### src/rtl/rv_core_pkg.sv
// Shared core types: register address width and the writeback entry held in
// the deferred ALU write queue.
package rv_core_pkg;

    localparam int REG_ADDR_W = 5;
    localparam int XLEN_MAX   = 64;

    // Data field is sized for the widest supported XLEN; narrower cores zero-extend.
    typedef struct packed {
        logic [REG_ADDR_W-1:0] rd;
        logic [XLEN_MAX-1:0]   data;
    } wb_entry_t;

endpackage

### src/rtl/rfarb_fifo.sv
// Circular queue of deferred ALU writebacks; DEPTH must be a power of two so
// the pointers wrap naturally.
module rfarb_fifo
    import rv_core_pkg::*;
#(
    parameter int DEPTH = 2
) (
    input  logic                         clk,
    input  logic                         reset,
    input  logic                         push,
    input  logic                         pop,
    input  wb_entry_t                    wdata,
    output wb_entry_t                    head,
    output logic [$clog2(DEPTH+1)-1:0]   count,
    output logic                         full,
    output logic                         empty
);

    localparam int PTR_W = $clog2(DEPTH);
    localparam int CNT_W = $clog2(DEPTH + 1);

    wb_entry_t        mem_q [DEPTH];
    wb_entry_t        mem_d [DEPTH];
    logic [PTR_W-1:0] wr_ptr_q, wr_ptr_d;
    logic [PTR_W-1:0] rd_ptr_q, rd_ptr_d;
    logic [CNT_W-1:0] count_q, count_d;

    always_comb begin
        mem_d    = mem_q;
        wr_ptr_d = wr_ptr_q;
        rd_ptr_d = rd_ptr_q;
        count_d  = count_q;
        if (push) begin
            mem_d[wr_ptr_q] = wdata;
            wr_ptr_d        = wr_ptr_q + PTR_W'(1);
        end
        if (pop) begin
            rd_ptr_d = rd_ptr_q + PTR_W'(1);
        end
        case ({push, pop})
            2'b10:   count_d = count_q + CNT_W'(1);
            2'b01:   count_d = count_q - CNT_W'(1);
            default: count_d = count_q;
        endcase
    end

    // Entry storage needs no reset: an empty queue never exposes stale data.
    always_ff @(posedge clk) begin
        mem_q <= mem_d;
        if (reset) begin
            wr_ptr_q <= '0;
            rd_ptr_q <= '0;
            count_q  <= '0;
        end else begin
            wr_ptr_q <= wr_ptr_d;
            rd_ptr_q <= rd_ptr_d;
            count_q  <= count_d;
        end
    end

    assign head  = mem_q[rd_ptr_q];
    assign count = count_q;
    assign full  = (count_q == CNT_W'(DEPTH));
    assign empty = (count_q == '0);

endmodule

### src/rtl/regfile_wb_arbiter.sv
// Register-file write-port arbiter: loads always win, ALU writes are bypassed or
// deferred in order, plus a pending-load scoreboard. RFARB_STATS_EN adds alu_stall_cnt.
module regfile_wb_arbiter
    import rv_core_pkg::*;
#(
    parameter int XLEN   = 32,
    parameter int QDEPTH = 2
) (
    input  logic                  clk,
    input  logic                  reset,
    input  logic                  alu_valid,
    input  logic [REG_ADDR_W-1:0] alu_rd,
    input  logic [XLEN-1:0]       alu_data,
    output logic                  alu_ready,
    input  logic                  ld_valid,
    input  logic [REG_ADDR_W-1:0] ld_rd,
    input  logic [XLEN-1:0]       ld_data,
    input  logic                  iss_ld_valid,
    input  logic [REG_ADDR_W-1:0] iss_ld_rd,
    output logic                  rf_we,
    output logic [REG_ADDR_W-1:0] rf_waddr,
    output logic [XLEN-1:0]       rf_wdata,
    output logic [31:0]           busy_mask
`ifdef RFARB_STATS_EN
    ,
    output logic [15:0]           alu_stall_cnt
`endif
);

    localparam int QCNT_W = $clog2(QDEPTH + 1);

    wb_entry_t             q_head;
    wb_entry_t             q_wdata;
    logic [QCNT_W-1:0]     q_count;
    logic                  q_full;
    logic                  q_empty;
    logic                  enq;
    logic                  deq;
    logic                  alu_acc;
    logic                  sel_valid;
    logic [REG_ADDR_W-1:0] sel_rd;
    logic [XLEN-1:0]       sel_data;
    logic                  unused_bits;

    logic                  rf_we_q, rf_we_d;
    logic [REG_ADDR_W-1:0] rf_waddr_q, rf_waddr_d;
    logic [XLEN-1:0]       rf_wdata_q, rf_wdata_d;
    logic [31:0]           busy_q, busy_d;

    rfarb_fifo #(
        .DEPTH (QDEPTH)
    ) u_fifo (
        .clk   (clk),
        .reset (reset),
        .push  (enq),
        .pop   (deq),
        .wdata (q_wdata),
        .head  (q_head),
        .count (q_count),
        .full  (q_full),
        .empty (q_empty)
    );

    assign q_wdata     = '{rd: alu_rd, data: XLEN_MAX'(alu_data)};
    assign unused_bits = ^{q_head.data, q_count};

    // A full queue can still accept when its head drains in the same cycle.
    always_comb begin
        deq       = !ld_valid && !q_empty;
        alu_ready = !q_full || deq;
        alu_acc   = alu_valid && alu_ready;
        enq       = alu_acc && (ld_valid || !q_empty);

        sel_valid = 1'b0;
        sel_rd    = '0;
        sel_data  = '0;
        if (ld_valid) begin
            sel_valid = 1'b1;
            sel_rd    = ld_rd;
            sel_data  = ld_data;
        end else if (!q_empty) begin
            sel_valid = 1'b1;
            sel_rd    = q_head.rd;
            sel_data  = q_head.data[XLEN-1:0];
        end else if (alu_acc) begin
            sel_valid = 1'b1;
            sel_rd    = alu_rd;
            sel_data  = alu_data;
        end

        rf_we_d    = sel_valid && (sel_rd != '0);
        rf_waddr_d = sel_rd;
        rf_wdata_d = sel_data;

        // Set is applied after clear so a same-register issue wins.
        busy_d = busy_q;
        if (ld_valid) begin
            busy_d[ld_rd] = 1'b0;
        end
        if (iss_ld_valid) begin
            busy_d[iss_ld_rd] = 1'b1;
        end
        busy_d[0] = 1'b0;
    end

    always_ff @(posedge clk) begin
        if (reset) begin
            rf_we_q    <= 1'b0;
            rf_waddr_q <= '0;
            rf_wdata_q <= '0;
            busy_q     <= '0;
        end else begin
            rf_we_q    <= rf_we_d;
            rf_waddr_q <= rf_waddr_d;
            rf_wdata_q <= rf_wdata_d;
            busy_q     <= busy_d;
        end
    end

    assign rf_we     = rf_we_q;
    assign rf_waddr  = rf_waddr_q;
    assign rf_wdata  = rf_wdata_q;
    assign busy_mask = busy_q;

`ifdef RFARB_STATS_EN
    logic [15:0] stall_cnt_q, stall_cnt_d;

    always_comb begin
        stall_cnt_d = stall_cnt_q;
        if (alu_valid && !alu_ready && (stall_cnt_q != 16'hFFFF)) begin
            stall_cnt_d = stall_cnt_q + 16'd1;
        end
    end

    always_ff @(posedge clk) begin
        if (reset) begin
            stall_cnt_q <= '0;
        end else begin
            stall_cnt_q <= stall_cnt_d;
        end
    end

    assign alu_stall_cnt = stall_cnt_q;
`endif

endmodule
### config.mk
export PLATFORM = sky130hd
export DESIGN_NAME = regfile_wb_arbiter
export DESIGN_NICKNAME = d
export VERILOG_FILES = /design/src/rtl/rv_core_pkg.sv /design/src/rtl/rfarb_fifo.sv /design/src/rtl/regfile_wb_arbiter.sv
export SDC_FILE = /design/constraint.sdc
export NUM_CORES = 1
export LEC_CHECK = 0
export ABC_AREA = 1
export CORE_UTILIZATION = 53
export CTS_BUF_LIST = sky130_fd_sc_hd__clkbuf_16
export CTS_CLUSTER_DIAMETER = 200
export DETAILED_ROUTE_END_ITERATION = 8
export GPL_TIMING_DRIVEN = 0
export HOLD_SLACK_MARGIN = 0.03
export PLACE_DENSITY_LB_ADDON = 0.3
export SLEW_MARGIN = 20
export SYNTH_ARGS = -nofsm -noshare
export SYNTH_HDL_FRONTEND = slang
export SYNTH_SLANG_ARGS = --single-unit
### constraint.sdc
create_clock -name clk -period 6.15 [get_ports clk]
set_input_delay 1.23 -clock clk [delete_from_list [all_inputs] [get_ports clk]]
set_output_delay 1.23 -clock clk [all_outputs]
set_load 0.01 [all_outputs]
==> flow_metrics.tcl <==
set metrics [dict create \
    place_area_sq_mm 0.00776 \
    finalCriticalPeriod_ns 3.62 \
    ir_worst_vdd_mv 0.209 \
    antenna_found_initial 0 \
    p_clk_share_pct 33.0 \
    yosysSeqAreaShare_pct 61.5 \
    swShare_pct 28.3 \
    placed_cells 877 \
    antenna_left 0 \
    vias_per_cell 5.55 \
    die_area_sq_mm 0.0117 \
    synth_cell_types 28 \
    yosys_warnings 0 \
    wl_per_cell_um 17.2 \
    drc 0 \
    root_buffer "clkbuf_16" \
    nFillCells 731 \
    path_cells "clkdlybuf4s50_1 -> nand2_1 -> clkdlybuf4s50_1" \
    rows 38 \
    insertedDiodeCount 0 \
    drive_gt1_share_pct 8.71 \
    rsz0062_at_grt "no" \
    crit_top_cell "clkdlybuf4s50_1" \
    synth_top_area_cell "edfxtp_1" \
    skew_ns 0.0105 \
    firstDrtPassIters 5 \
    grt_pass1_vias 5159 \
    power_frac_seq_pct 42.8 \
    gp_congestion 0.851 \
    cp.required_ns 4.92 \
    status "complete, no violations" \
    max-cap-violations 0 \
    crit_type "primary input to primary output" \
    tightest_slew_ns 1.04 \
    grt_pass1_wl_um 24600 \
    port_buffers 152 \
    start_util_pct 54.8 \
    clock_latency_ns 0.41 \
    crit_fanout 3 \
    slew_viol_final 0 \
    cp-end-kind "primary output" \
    ys_top_cells_by_area "edfxtp_1 (37%), dfxtp_1 (24%), nand2_1 (7.6%)" \
    die_x_um 108 \
    cpPeakStageDelay_ns 0.57 \
    yosys.area.top_type_share_pct 37.1 \
    clk_path_buf_depth 2 \
    powerDensity_mw_per_mm2 337 \
    vias 5041 \
    area_growth_pct 38.3 \
    worst-path-buf-inv 2 \
    switching_power_mw 0.788 \
    pin_count 155 \
    grt_overflow_total 0 \
    hold_path.class "flop to flop" \
    setup-violations-final 0 \
    cts.hold.buffers_added 0 \
    dpl.hpwl_um 10600 \
    routed_wl_um 15600 \
    period_share_pct 58.9 \
    fmax_mhz 276 \
    final_cell_area_sq_mm 0.00828 \
    htree_levels 4 \
    synth_fp_nets 668 \
    tns_ns 0 \
    combPwrFrac_pct 24.2 \
    final_common_cell "clkdlybuf4s50_1" \
    synth_cells 583 \
    cts_num_sinks 147 \
    startpoint_type "primary input" \
    p_int_mw 2.00 \
    netlist_area_sq_mm 0.00599 \
    grt_max_degree 23 \
    tritoncts "yes" \
    slew_headroom_pct 29.9 \
    ys_ff_latch 147 \
    final_cell_mix "clkdlybuf4s50_1 (152), nand2_1 (122), edfxtp_1 (74)" \
    slowest_stage "clkdlybuf4s50_1" \
    hold_viol_final 0 \
    coreArea_sq_mm 0.0109 \
    cts_buffers 17 \
    cts.clk_slew.worst_paths_ns 0.06 \
    fin_cells 909 \
    power_leakage_nw 3.25 \
    crit_family "buffers and inverters" \
    avgSynthCellArea_sq_um 10.3 \
    drt-initial-drc-count 304 \
    fin_nets 841 \
    track_usage_pct 28.0 \
    die_h_um 108 \
    worstPathArrival_ns 2.39 \
    cts_resized 0 \
    cts_setup_buffers 0 \
]
[flip-flops by register name (all words and copies together), names as in the netlist]
register,cells
rf_wdata,32
rf_waddr,5
u_fifo.wr_ptr_q,1
busy_mask,31
u_fifo.mem_q,74
u_fifo.count,2
u_fifo.rd_ptr_q,1
rf_we,1
[metrics by stage]
stage	hold slack, ns	setup WS (ns)	power (mW)	utilization, %
global placement	0.462	1.06	1.84	70.3
global route	0.506	2.52	2.90	75.7
finish	0.481	2.53	2.79	75.7
detailed placement	0.469	2.54	1.89	70.9
floorplan	0.460	2.53	1.60	-
CTS	0.477	2.54	2.80	75.7
[worst reg2reg max path: stages (launching register included)]
cell and delay, ns:
dfxtp_1 0.43, nor2_1 0.08, nand2_1 0.08, nand2_1 0.07, inv_2 0.13, nand2_1 0.19
nor2_4 0.51, buf_16 0.25
[cells in the mapped netlist (all sizes together)]
| library cell | instances |
|---|---|
| nand3 | 46 |
| buf | 20 |
| o21ai | 43 |
| clkbuf | 8 |
| nand4 | 4 |
| edfxtp | 74 |
| clkinv | 1 |
| o211ai | 31 |
| nor2 | 21 |
| ha | 1 |
| conb | 1 |
| nand2 | 123 |
| a21oi | 36 |
| nor3 | 12 |
| a31oi | 1 |
| mux2i | 30 |
| dfxtp | 73 |
| inv | 58 |
[layer usage]
| metal | track usage, % | part of all wire, % |
|---|---|---|
| met5 | 0 | 0 |
| met4 | 13.7 | 2.4 |
| met3 | 5.97 | 7.3 |
| met2 | 47.9 | 51 |
| met1 | 33.5 | 40 |
[final timing paths]
kind                                 startpoint                to  slack, ns  cells past startpoint
worst max-delay path                   ld_valid         alu_ready       2.53                      3
worst min register to register     busy_mask[2]      busy_mask[2]       0.48                      2
worst min-delay path               busy_mask[2]      busy_mask[2]       0.48                      2
worst max register to register  u_fifo.count[0]  u_fifo.mem_q[76]       4.11                      7
[final cells by class]
| cell class | count | area, sq um | share of cell area [%] |
|---|---|---|---|
| Timing Repair Buffer | 154 | 1580 | 19.0 |
| Buffer | 28 | 171 | 2.07 |
| Multi-Input combinational cell | 349 | 1930 | 23.3 |
| Inverter | 59 | 223 | 2.69 |
| Clock buffer | 19 | 475 | 5.74 |
| Clock inverter | 13 | 50.0 | 0.604 |
| Sequential cell | 147 | 3680 | 44.5 |
| Tap cell | 140 | 175 | 2.11 |
[power groups by stage]
stage / Combinational (mW) / Sequential [mW] / Clock, mW
final: 0.675 / 1.19 / 0.919
after global routing: 0.735 / 1.20 / 0.963
after global placement: 0.630 / 1.21 / 0
after detailed placement: 0.672 / 1.21 / 0
after floorplan: 0.373 / 1.23 / 0
after CTS: 0.678 / 1.19 / 0.924
[cells by family (layout without fill, tap and decap cells)]
| logic type | after synthesis | count (layout) | synth area share [%] |
|---|---|---|---|
| AO/OA/AOI/OAI | 111 | 111 | 11.2 |
| multiplexers | 30 | 30 | 5.01 |
| adder cells (fa/ha/maj) | 1 | 1 | 0.209 |
| flip-flops | 147 | 147 | 61.5 |
| AND/OR/NAND/NOR | 206 | 206 | 15.5 |
| other | 1 | 1 | 0.0626 |
| buffers and inverters | 87 | 273 | 6.58 |
(Power assumes the default switching activity.)
